<file path="config.mk">
export PLATFORM = sky130hd
export DESIGN_NAME = packet_buffer_lane_allocator
export DESIGN_NICKNAME = d
export VERILOG_FILES = /design/src/rtl/packet_buffer_lane_allocator.sv
export SDC_FILE = /design/constraint.sdc
export NUM_CORES = 1
export LEC_CHECK = 0
export ABC_AREA = 1
export ABC_CLOCK_PERIOD_IN_PS = 21200
export CAP_MARGIN = 20
export CORE_MARGIN = 1.5
export CORE_UTILIZATION = 45
export CTS_BUF_LIST = sky130_fd_sc_hd__clkbuf_16
export DETAILED_ROUTE_END_ITERATION = 7
export HOLD_SLACK_MARGIN = 0.15
export PLACE_DENSITY = 0.69
export SLEW_MARGIN = 20
export SYNTH_ARGS = -nofsm -noshare
export SYNTH_HDL_FRONTEND = slang
export SYNTH_SLANG_ARGS = --single-unit
</file>
<file path="constraint.sdc">
create_clock -name clk_i -period 21.2 [get_ports clk_i]
set_input_delay 3.18 -clock clk_i [delete_from_list [all_inputs] [get_ports clk_i]]
set_output_delay 3.18 -clock clk_i [all_outputs]
set_load 0.02 [all_outputs]
</file>
<file path="src/rtl/packet_buffer_lane_allocator.sv">
// packet_buffer_lane_allocator
//   Steers incoming packet beats into one of NUM_LANES lane FIFOs. The lane is
//   chosen on the first beat (header) of a packet. Only lanes with room for the
//   whole packet qualify, and among those the least-filled lane wins. The rest
//   of the packet follows that lane. A packet longer than a whole FIFO is
//   accepted and discarded beat by beat. Per-lane occupancy is tracked here
//   from the write strobes and the downstream pops.
//
//   Optional feature: define PKT_BUF_ALLOC_RR_TIEBREAK_EN to resolve ties
//   between equally filled lanes round-robin. When it is not defined, a tie
//   goes to the lowest lane index.
//
//   Ports
//     clk_i, rst_ni    clock, async active-low reset
//     in_valid_i       upstream beat valid
//     in_len_i         packet length in bytes (header beat only)
//     in_ready_o       beat accepted when in_valid_i && in_ready_o
//     lane_sel_o       lane owning the current beat
//     lane_we_o        one-hot lane FIFO write strobe
//     drop_o           accepted beat is discarded (oversize packet)
//     lane_pop_i       per-lane FIFO read strobe
//     fill_level_o     packed per-lane occupancy, FILL_W bits per lane
//     err_underflow_o  sticky: a lane was popped while empty

// Occupancy counter for one lane.
module packet_buffer_lane_allocator_lane #(
  parameter int FILL_W = 5
) (
  input  logic              clk_i,
  input  logic              rst_ni,
  input  logic              i_we,
  input  logic              i_pop,
  output logic [FILL_W-1:0] o_fill,
  output logic              o_underflow
);
  logic [FILL_W-1:0] r_fill;

  always_ff @(posedge clk_i or negedge rst_ni) begin
    if (!rst_ni) r_fill <= '0;
    else begin
      unique case ({i_we, i_pop})
        2'b10:   r_fill <= r_fill + 1'b1;
        2'b01:   if (r_fill != '0) r_fill <= r_fill - 1'b1;
        default: r_fill <= r_fill;
      endcase
    end
  end

  assign o_fill      = r_fill;
  assign o_underflow = i_pop & ~i_we & (r_fill == '0);
endmodule

module packet_buffer_lane_allocator #(
  parameter  int NUM_LANES  = 4,
  parameter  int AXI_WIDTH  = 64,
  parameter  int FIFO_DEPTH = 16,
  parameter  int LEN_WIDTH  = 16,
  localparam int LANE_IDX_W = $clog2(NUM_LANES),
  localparam int FILL_W     = $clog2(FIFO_DEPTH + 1)
) (
  input  logic                          clk_i,
  input  logic                          rst_ni,
  input  logic                          in_valid_i,
  input  logic [LEN_WIDTH-1:0]          in_len_i,
  output logic                          in_ready_o,
  output logic [LANE_IDX_W-1:0]         lane_sel_o,
  output logic [NUM_LANES-1:0]          lane_we_o,
  output logic                          drop_o,
  input  logic [NUM_LANES-1:0]          lane_pop_i,
  output logic [NUM_LANES*FILL_W-1:0]   fill_level_o,
  output logic                          err_underflow_o
);
  localparam int BEAT_BYTES = AXI_WIDTH / 8;
  localparam int CW         = LEN_WIDTH + 1;  // beat count width, no truncation
  localparam int SW         = CW + 1;         // fill + beats sum width

  typedef enum logic [1:0] {S_IDLE, S_BURST, S_DROP} state_t;

  state_t                             r_state, w_state_nxt;
  logic [CW-1:0]                      r_remaining, w_remaining_nxt;
  logic [LANE_IDX_W-1:0]              r_lane, w_lane_nxt, w_sel, w_best_idx;
  logic [CW-1:0]                      w_len_ext, w_beats;
  logic                               w_oversize, w_found, w_ready, w_drop_cond;
  logic                               w_acc, w_we;
  logic                               r_err;
  logic [FILL_W-1:0]                  w_best_fill;
  logic [NUM_LANES-1:0]               w_elig, w_lane_we, w_uf;
  logic [NUM_LANES-1:0][FILL_W-1:0]   w_fill;

  // Header decode: ceil(len / BEAT_BYTES), with a zero length still one beat.
  assign w_len_ext  = {1'b0, in_len_i};
  assign w_beats    = (in_len_i == '0) ? CW'(1)
                                       : (w_len_ext + CW'(BEAT_BYTES - 1)) / CW'(BEAT_BYTES);
  assign w_oversize = {1'b0, w_beats} > SW'(FIFO_DEPTH);

  for (genvar g = 0; g < NUM_LANES; g++) begin : g_lane
    assign w_elig[g] = ({1'b0, w_beats} + SW'(w_fill[g])) <= SW'(FIFO_DEPTH);

    packet_buffer_lane_allocator_lane #(.FILL_W(FILL_W)) u_lane (
      .clk_i       (clk_i),
      .rst_ni      (rst_ni),
      .i_we        (w_lane_we[g]),
      .i_pop       (lane_pop_i[g]),
      .o_fill      (w_fill[g]),
      .o_underflow (w_uf[g])
    );
  end

`ifdef PKT_BUF_ALLOC_RR_TIEBREAK_EN
  logic [LANE_IDX_W-1:0] r_rr_ptr;

  // Advance past the lane that just took a packet so equal-fill lanes rotate.
  always_ff @(posedge clk_i or negedge rst_ni) begin
    if (!rst_ni) r_rr_ptr <= '0;
    else if (w_acc && r_state == S_IDLE && !w_drop_cond)
      r_rr_ptr <= (w_sel == LANE_IDX_W'(NUM_LANES - 1)) ? '0 : w_sel + 1'b1;
  end
`endif

  // Min-fill search. The scan starts at the tie-break origin and only a
  // strictly smaller fill replaces the current best, so the first lane
  // scanned wins any tie.
  always_comb begin
    int idx;
    idx         = 0;
    w_found     = 1'b0;
    w_best_idx  = '0;
    w_best_fill = '0;
    for (int k = 0; k < NUM_LANES; k++) begin
`ifdef PKT_BUF_ALLOC_RR_TIEBREAK_EN
      idx = (int'(r_rr_ptr) + k) % NUM_LANES;
`else
      idx = k;
`endif
      if (w_elig[idx] && (!w_found || w_fill[idx] < w_best_fill)) begin
        w_found     = 1'b1;
        w_best_idx  = LANE_IDX_W'(idx);
        w_best_fill = w_fill[idx];
      end
    end
  end

  always_comb begin
    w_state_nxt     = r_state;
    w_remaining_nxt = r_remaining;
    w_lane_nxt      = r_lane;
    w_sel           = r_lane;
    w_ready         = 1'b0;
    w_drop_cond     = 1'b0;
    unique case (r_state)
      S_IDLE: begin
        w_sel       = w_best_idx;
        // Oversize packets are always accepted so they can be drained.
        w_ready     = w_found | w_oversize;
        w_drop_cond = w_oversize;
        if (in_valid_i && w_ready && w_beats != CW'(1)) begin
          w_remaining_nxt = w_beats - 1'b1;
          w_state_nxt     = w_oversize ? S_DROP : S_BURST;
          if (!w_oversize) w_lane_nxt = w_best_idx;
        end
      end
      S_BURST, S_DROP: begin
        w_ready     = 1'b1;
        w_drop_cond = (r_state == S_DROP);
        if (in_valid_i) begin
          w_remaining_nxt = r_remaining - 1'b1;
          if (r_remaining == CW'(1)) w_state_nxt = S_IDLE;
        end
      end
      default: w_state_nxt = S_IDLE;
    endcase
  end

  always_ff @(posedge clk_i or negedge rst_ni) begin
    if (!rst_ni) begin
      r_state     <= S_IDLE;
      r_remaining <= '0;
      r_lane      <= '0;
      r_err       <= 1'b0;
    end else begin
      r_state     <= w_state_nxt;
      r_remaining <= w_remaining_nxt;
      r_lane      <= w_lane_nxt;
      r_err       <= r_err | (|w_uf);
    end
  end

  // Handshake outputs are masked while reset is asserted so nothing is
  // written or dropped during an abandoned packet.
  assign w_acc     = in_valid_i & w_ready & rst_ni;
  assign w_we      = w_acc & ~w_drop_cond;
  assign w_lane_we = w_we ? (NUM_LANES'(1) << w_sel) : '0;

  assign in_ready_o      = w_ready & rst_ni;
  assign lane_sel_o      = w_sel;
  assign lane_we_o       = w_lane_we;
  assign drop_o          = w_acc & w_drop_cond;
  assign fill_level_o    = w_fill;
  assign err_underflow_o = r_err;
endmodule

</file>
==> summary.txt, run 1 <==
Power
  – Leak: roughly 3.2 nW
  – Clk network pwr share: 0.113
  – Pwr dens: around 120 mW/mm^2
  – P_int: roughly 380 uW
  – Sw frac: 0.506
  – Total power draw: about 760 uW
  – P_sw: about 390 uW
  – Peak VDD IR: around 0.068 mV
  – Logic pwr share: 0.654
  – Seq pwr share: 0.232

Timing
  – Minimum clock period: 14.57 ns
  – Clk_skew: between 0.003 and 0.004 ns
  – Setup TNS: 0 ns
  – Final Worst Setup Slack: 6.63 ns
  – Final clock period utilization by the worst path: 0.687
  – RSZ-0062 raised after global routing: false
  – Max Clk Rate: between 60 and 70 MHz
  – Slew @ Worst Pin: between 0.8 and 0.9 ns
  – Final Max Tran Viols: 0
  – Final hold vios: 0
  – Final setup viols: 0
  – Max_slew headroom: 0.437

Critical path
  – Crit-path slowest cell: clkdlybuf4s50_1
  – Most numerous cell on the critical path: nand2_1
  – Critical Path AT: between 10 and 15 ns
  – CP peak stage delay: roughly 0.6 ns
  – Worst r2r src: g_lane[0].u_lane.o_fill[0]
  – Crit-path max FO: 12
  – Critical path capture point: lane_we_o[1]
  – Worst R2R Setup Slack: 13.39 ns
  – Type of destination of the critical path: output port
  – CP Launch Type: input port
  – Setup CP Type: in -> out
  – Launch point of the worst path: in_len_i[0]
  – FF-to-FF path depth: 52
  – CP Data Required Time: 18.02 ns
  – R2r endpoint: g_lane[1].u_lane.o_fill[4]

Die
  – Core outline area: 0.0126 mm^2
  – DIE WIDTH: 116 um
  – Top Ports: 52
  – Die height: approximately 120 um
  – Starting Density: 0.458
  – Die area: between 0.01 and 0.015 mm^2
  – Core Rows: 41

Synth
  – Share of the synthesized area in the top cell type: 0.183
  – Post-synthesis sequential area ratio: 0.183
  – Commonest register cell after synthesis: dfrtp_1
  – Largest family of logic cells by synthesized area: simple AND/OR/NAND/NOR gates
  – Synth Cell Area: roughly 0.0058 mm^2
  – Mux share of post-synthesis cell area: 0.00391
  – Top cells by area, synth: dfrtp_1, nand2_1, ha_1, inv_1, nand3_1
  – Mapped Cells: 861
  – Synth Area in XOR/XNOR: 0.0574
  – Simple-Gate Fraction of Synth Area: 0.374
  – Fraction of registers with async set/reset: 1.00
  – Commonest cells in the netlist: nand2_1, inv_1, nor2_1
  – Adder-cell share of the synthesized area: 0.139
  – Synth Register Bits: 42
  – Distinct cells, synth: 54
  – Post-synth EDFFs: 0
  – Post-Syn Nets: 943
  – Syn avg cell area: between 6 and 7 um^2
  – Yosys warns: 0
  – Most numerous cell in the Yosys netlist: nand2_1
  – Compound-gate portion of the synthesized area: 0.145
  – Synth area leader: dfrtp_1

Cells and area
  – Fin util: 0.523
  – Finished Layout Cells: roughly 1,100
  – Fin nets: between 900 and 1,000
  – Share of layout cells above drive strength 1: 0.102
  – P&R area growth vs syn: 14.3%
  – Ant. Diodes: 0

Place
  – Port Buf Inserts: between 50 and 60
  – HPWL after detailed placement: 11.8 mm
  – DP Cell Count: 1,073
  – Routability Congestion: about 0.94
  – Dpl ws: around 6.6 ns

Run
  – Max Cap Viol: 0

Clock network
  – Cts repair resizes: 0
  – Clock Sinks: between 40 and 50
  – CTS root buf: clkbuf_16
  – TritonCTS clock tree: done
  – CTS buffer count: 5
  – Clk buf depth: 2
  – CTS Hold Bufs: 0
  – Clock transition at the registers of the reported paths: roughly 0.06 ns
  – Clock Latency Late Sink: 0.29 ns
  – Post-CTS Repair Setup Buffers: 0
  – H-tree depth: 2

Detailed routing
  – Metal2 WL: 7.08 mm
  – Router iterations before antenna repair: 5
  – WL/cell: 13.8 um
  – Metal1 wirelength: between 6 and 7 mm
  – Routed Antenna Nets: 0
  – Met3 wire len: roughly 590 um
  – Top sig layer: met4
  – Vias: approximately 5,700
  – Residual DRC count: 0
  – Iter 0 DRT Violations: 416
  – WL final: around 15 mm
  – Vias per cell: between 5 and 6

Global routing
  – Antenna violations before repair: 0
  – Tot GR Track Use: 0.231
  – Pin count of the biggest net entering global routing: 44
  – Vias in the first global route: 5,219
  – First-pass GRT wire length: 24.7 mm
  – GRT overflow: 0

Hold path
  – Hold crit path type: reg -> reg

Outcome
  – Status: finished, final reports clean
-- final cells by class --
type,count,area (um^2)
inverters,131,492
clock inverters,2,33.8
clock buffers,5,125
flip-flops and latches,42,1050
well taps,172,215
fillers,1253,5990
repair buffers,53,520
multi-input cells,675,4140
-- power by group through the flow --
| stage | combinational [mW] | clock (mW) | sequential (mW) |
|---|---|---|---|
| 6_report | 0.500 | 0.0863 | 0.178 |
| 5_1_grt | 0.571 | 0.0909 | 0.184 |
| 4_1_cts | 0.500 | 0.0879 | 0.177 |
| 3_5_place_dp | 0.497 | 0 | 0.178 |
| 3_3_place_gp | 0.490 | 0 | 0.179 |
| 2_1_floorplan | 0.354 | 0 | 0.182 |
-- worst min path at each step --
stage	slack, ns	to	cells past startpoint	start
after global placement	0.49	r_remaining[10]	2	r_remaining[10]
after floorplan	0.47	r_remaining[5]	2	r_remaining[5]
after CTS	0.51	r_remaining[10]	2	r_remaining[10]
after global routing	0.55	r_remaining[5]	2	r_remaining[5]
after detailed placement	0.49	r_remaining[5]	2	r_remaining[5]
final	0.50	r_remaining[10]	2	r_remaining[10]
-- critical path: cells and delay by family --
kind                       cells  cell delay (ns)
adders and majority gates      4             1.39
AOI/OAI and AO/OA              6             1.16
and+or+nand+nor               33             3.97
buffers and inverters          8             1.65
-- metal layers --
layer,global-route usage,vias up
met1,0.308,2630
met2,0.395,142
met5,0,-
met3,0.0265,26
met4,0.0650,0
li1,-,2932
-- layout by cell type (no fill, tap or decap), drive strengths merged, types with 8 or more instances in the layout --
cell type and count:
nand2 224, inv 130, nor2 84, nand3 75, o21ai 59, ha 51
clkdlybuf4s50 50, dfrtp 42, a21oi 37, xor2 31, nand4 18, nor3 17
a31oi 10, or2 9, fa 8
-- registers in the layout, indices dropped and copies added, names as in the netlist --
name,cells
g_lane.u_lane.o_fill,20
r_remaining,17
r_lane,2
r_state,2
err_underflow_o,1
-- stage by stage --
stage	hold slack, ns	instance area (um^2)
after floorplan	0.466	5760
after global placement	0.494	6420
after detailed placement	0.495	6420
after CTS	0.513	6580
after global routing	0.551	6580
final	0.505	6580
-- kinds of logic after synthesis --
| logic type | count (synthesis) |
|---|---|
| multiplexers | 2 |
| AO/OA/AOI/OAI | 141 |
| adder cells (fa/ha/maj) | 59 |
| buffers and inverters | 144 |
| AND/OR/NAND/NOR | 437 |
| XOR/XNOR | 36 |
| flip-flops | 42 |
No activity file was read; power rests on OpenSTA's default activity.
==> inputs of run 2 (changes only) <==
--- a/config.mk
+++ b/config.mk
@@ -6,14 +6,14 @@
 export NUM_CORES = 1
 export LEC_CHECK = 0
 export ABC_AREA = 1
-export ABC_CLOCK_PERIOD_IN_PS = 21200
+export ABC_CLOCK_PERIOD_IN_PS = 12500
 export CAP_MARGIN = 20
 export CORE_MARGIN = 1.5
 export CORE_UTILIZATION = 45
 export CTS_BUF_LIST = sky130_fd_sc_hd__clkbuf_16
 export DETAILED_ROUTE_END_ITERATION = 7
 export HOLD_SLACK_MARGIN = 0.15
-export PLACE_DENSITY = 0.69
+export PLACE_DENSITY = 0.71
 export SLEW_MARGIN = 20
 export SYNTH_ARGS = -nofsm -noshare
 export SYNTH_HDL_FRONTEND = slang
==> constraint.sdc (replaced) <==
create_clock -name clk_i -period 12.5 [get_ports clk_i]
set_input_delay 1.875 -clock clk_i [delete_from_list [all_inputs] [get_ports clk_i]]
set_output_delay 1.875 -clock clk_i [all_outputs]
set_load 0.02 [all_outputs]
==> summary.txt, run 2 (synthesis gave the netlist of run 1 again) <==
Critical path
  – Worst r2r src: g_lane[0].u_lane.o_fill[0]
  – Worst R2R Setup Slack: between 4 and 5 ns
  – CP peak stage delay: 0.61 ns
  – Most numerous cell on the critical path: nand2_1
  – Crit-path max FO: 12
  – R2r endpoint: g_lane[3].u_lane.o_fill[4]
  – FF-to-FF path depth: 50
  – Crit-path slowest cell: clkdlybuf4s50_1
  – Setup CP Type: in -> out
  – CP Data Required Time: approximately 11 ns
  – CP Launch Type: input port
  – Type of destination of the critical path: output port
  – Critical Path AT: between 9 and 10 ns

Power
  – Pwr dens: between 150 and 200 mW/mm^2
  – Leak: about 3.2 nW
  – Peak VDD IR: about 0.13 mV
  – Total power draw: roughly 1.3 mW

Global routing
  – First-pass GRT wire length: around 25 mm
  – Vias in the first global route: around 5,000
  – Pin count of the biggest net entering global routing: 44
  – Antenna violations before repair: 0
  – GRT overflow: 0
  – Tot GR Track Use: 0.231

Timing
  – Setup TNS: 0 ns
  – Final setup viols: 0
  – RSZ-0062 raised after global routing: false
  – Clk_skew: around 0.0057 ns
  – Minimum clock period: 11.64 ns
  – Final Worst Setup Slack: 0.856 ns
  – Final Max Tran Viols: 0
  – Slew @ Worst Pin: ~0.64 ns
  – Final clock period utilization by the worst path: 0.931
  – Max_slew headroom: 0.570
  – Final hold vios: 0
  – Max Clk Rate: about 86 MHz

Cells and area
  – Fin nets: between 900 and 1,000
  – Filler instances: between 1,000 and 1,500
  – Most frequent cells in the layout: nand2_1, inv_1, nor2_1
  – Ant. Diodes: 0
  – P&R area growth vs syn: 14.5%
  – Share of layout cells above drive strength 1: 0.108
  – Max reg flops: 20
  – Register Area: 0.00105 mm^2
  – Commonest non-fill, non-tap cell in the layout: nand2_1
  – Multi-input gate area: 0.00415 mm^2

Die
  – Die area: approximately 0.013 mm^2
  – Die height: 116 um
  – Top Ports: between 50 and 60
  – Core Rows: 41
  – DIE WIDTH: approximately 120 um
  – Starting Density: 0.458
  – Core outline area: around 0.013 mm^2

Detailed routing
  – WL final: between 15 and 20 mm
  – Routed Antenna Nets: 0
  – Vias: approximately 5,700
  – Router iterations before antenna repair: 8
  – Iter 0 DRT Violations: 367
  – WL/cell: approximately 14 um
  – Residual DRC count: 0
  – Vias per cell: 5.29

Clock network
  – H-tree depth: 2
  – Clock transition at the registers of the reported paths: 0.06 ns
  – Clock Sinks: 42
  – Clock Latency Late Sink: 0.30 ns
  – TritonCTS clock tree: done
  – CTS buffer count: 5
  – CTS root buf: clkbuf_16
  – Clk buf depth: 2

Hold path
  – Hold path start: r_remaining[10]
  – Hold crit path type: reg -> reg
  – Hold Path Sink: r_remaining[10]
  – Hold depth: 2

Run
  – Max Cap Viol: 0

Place
  – Dpl ws: about 0.62 ns
  – Port Buf Inserts: 51
  – HPWL after detailed placement: around 12 mm
  – Routability Congestion: approximately 0.9

Outcome
  – Status: finished, final reports clean
run 2: cell types whose count changed in the layout (fill, tap and decap cells not counted), sizes merged:
cell      delta
buf          +2
bufinv       -1
clkinv       +1
clkinvlp     +1
run 2: area by class of cell:
class                   instances  area share
inverters                     131      0.0746
clock buffers                   5      0.0190
flip-flops and latches         42       0.159
clock inverters                 3     0.00247
repair buffers                 55      0.0831
well taps                     172      0.0326
multi-input cells             675       0.629
run 2: routing by layer:
layer,share of wire,vias to the layer above,track usage
met3,0.046,21,0.0343
li1,-,2940,-
met1,0.46,2640,0.310
met4,0.019,0,0.0626
met5,0,-,0
met2,0.47,133,0.389
run 2: repair_timing:
action                     in CTS  in global routing
setup endpoints to repair       0                  6
setup buffers                   0                  1
gates resized for setup         0                  3
hold buffers                    0                  0
run 2: worst max path at each step:
stage	to	start	cells past startpoint	slack [ns]
after floorplan	lane_we_o[1]	in_len_i[0]	50	2.07
after global placement	lane_we_o[1]	in_len_i[0]	49	0.84
after detailed placement	lane_we_o[1]	in_len_i[0]	50	0.62
after CTS	lane_we_o[1]	in_len_i[0]	50	0.60
after global routing	lane_we_o[1]	in_len_i[0]	52	0.001
final	lane_we_o[1]	in_len_i[0]	53	0.86
run 2: critical path: cells and delay by family:
kind                       cells  cell delay, ns
adders and majority gates      4            1.29
AOI/OAI and AO/OA              7            1.29
and+or+nand+nor               35            3.71
buffers and inverters          7            1.61
run 2: where the power goes:
group / switching (mW) / total [mW] / internal [mW] / leakage (nW)
Clock: 0.0587 / 0.132 / 0.0731 / 0.0672
Sequential: 0.101 / 0.301 / 0.200 / 0.511
Combinational: 0.503 / 0.849 / 0.346 / 2.59
Total: 0.662 / 1.28 / 0.620 / 3.17
run 2: through the flow:
stage | hold slack [ns] | cells | util | area, um^2
after floorplan | 0.466 | 861 | - | 5760
after global placement | 0.490 | 1074 | 0.511 | 6430
after detailed placement | 0.492 | 1074 | 0.511 | 6430
after CTS | 0.511 | 1082 | 0.523 | 6570
after global routing | 0.536 | 1083 | 0.525 | 6590
final | 0.505 | 1083 | 0.525 | 6590
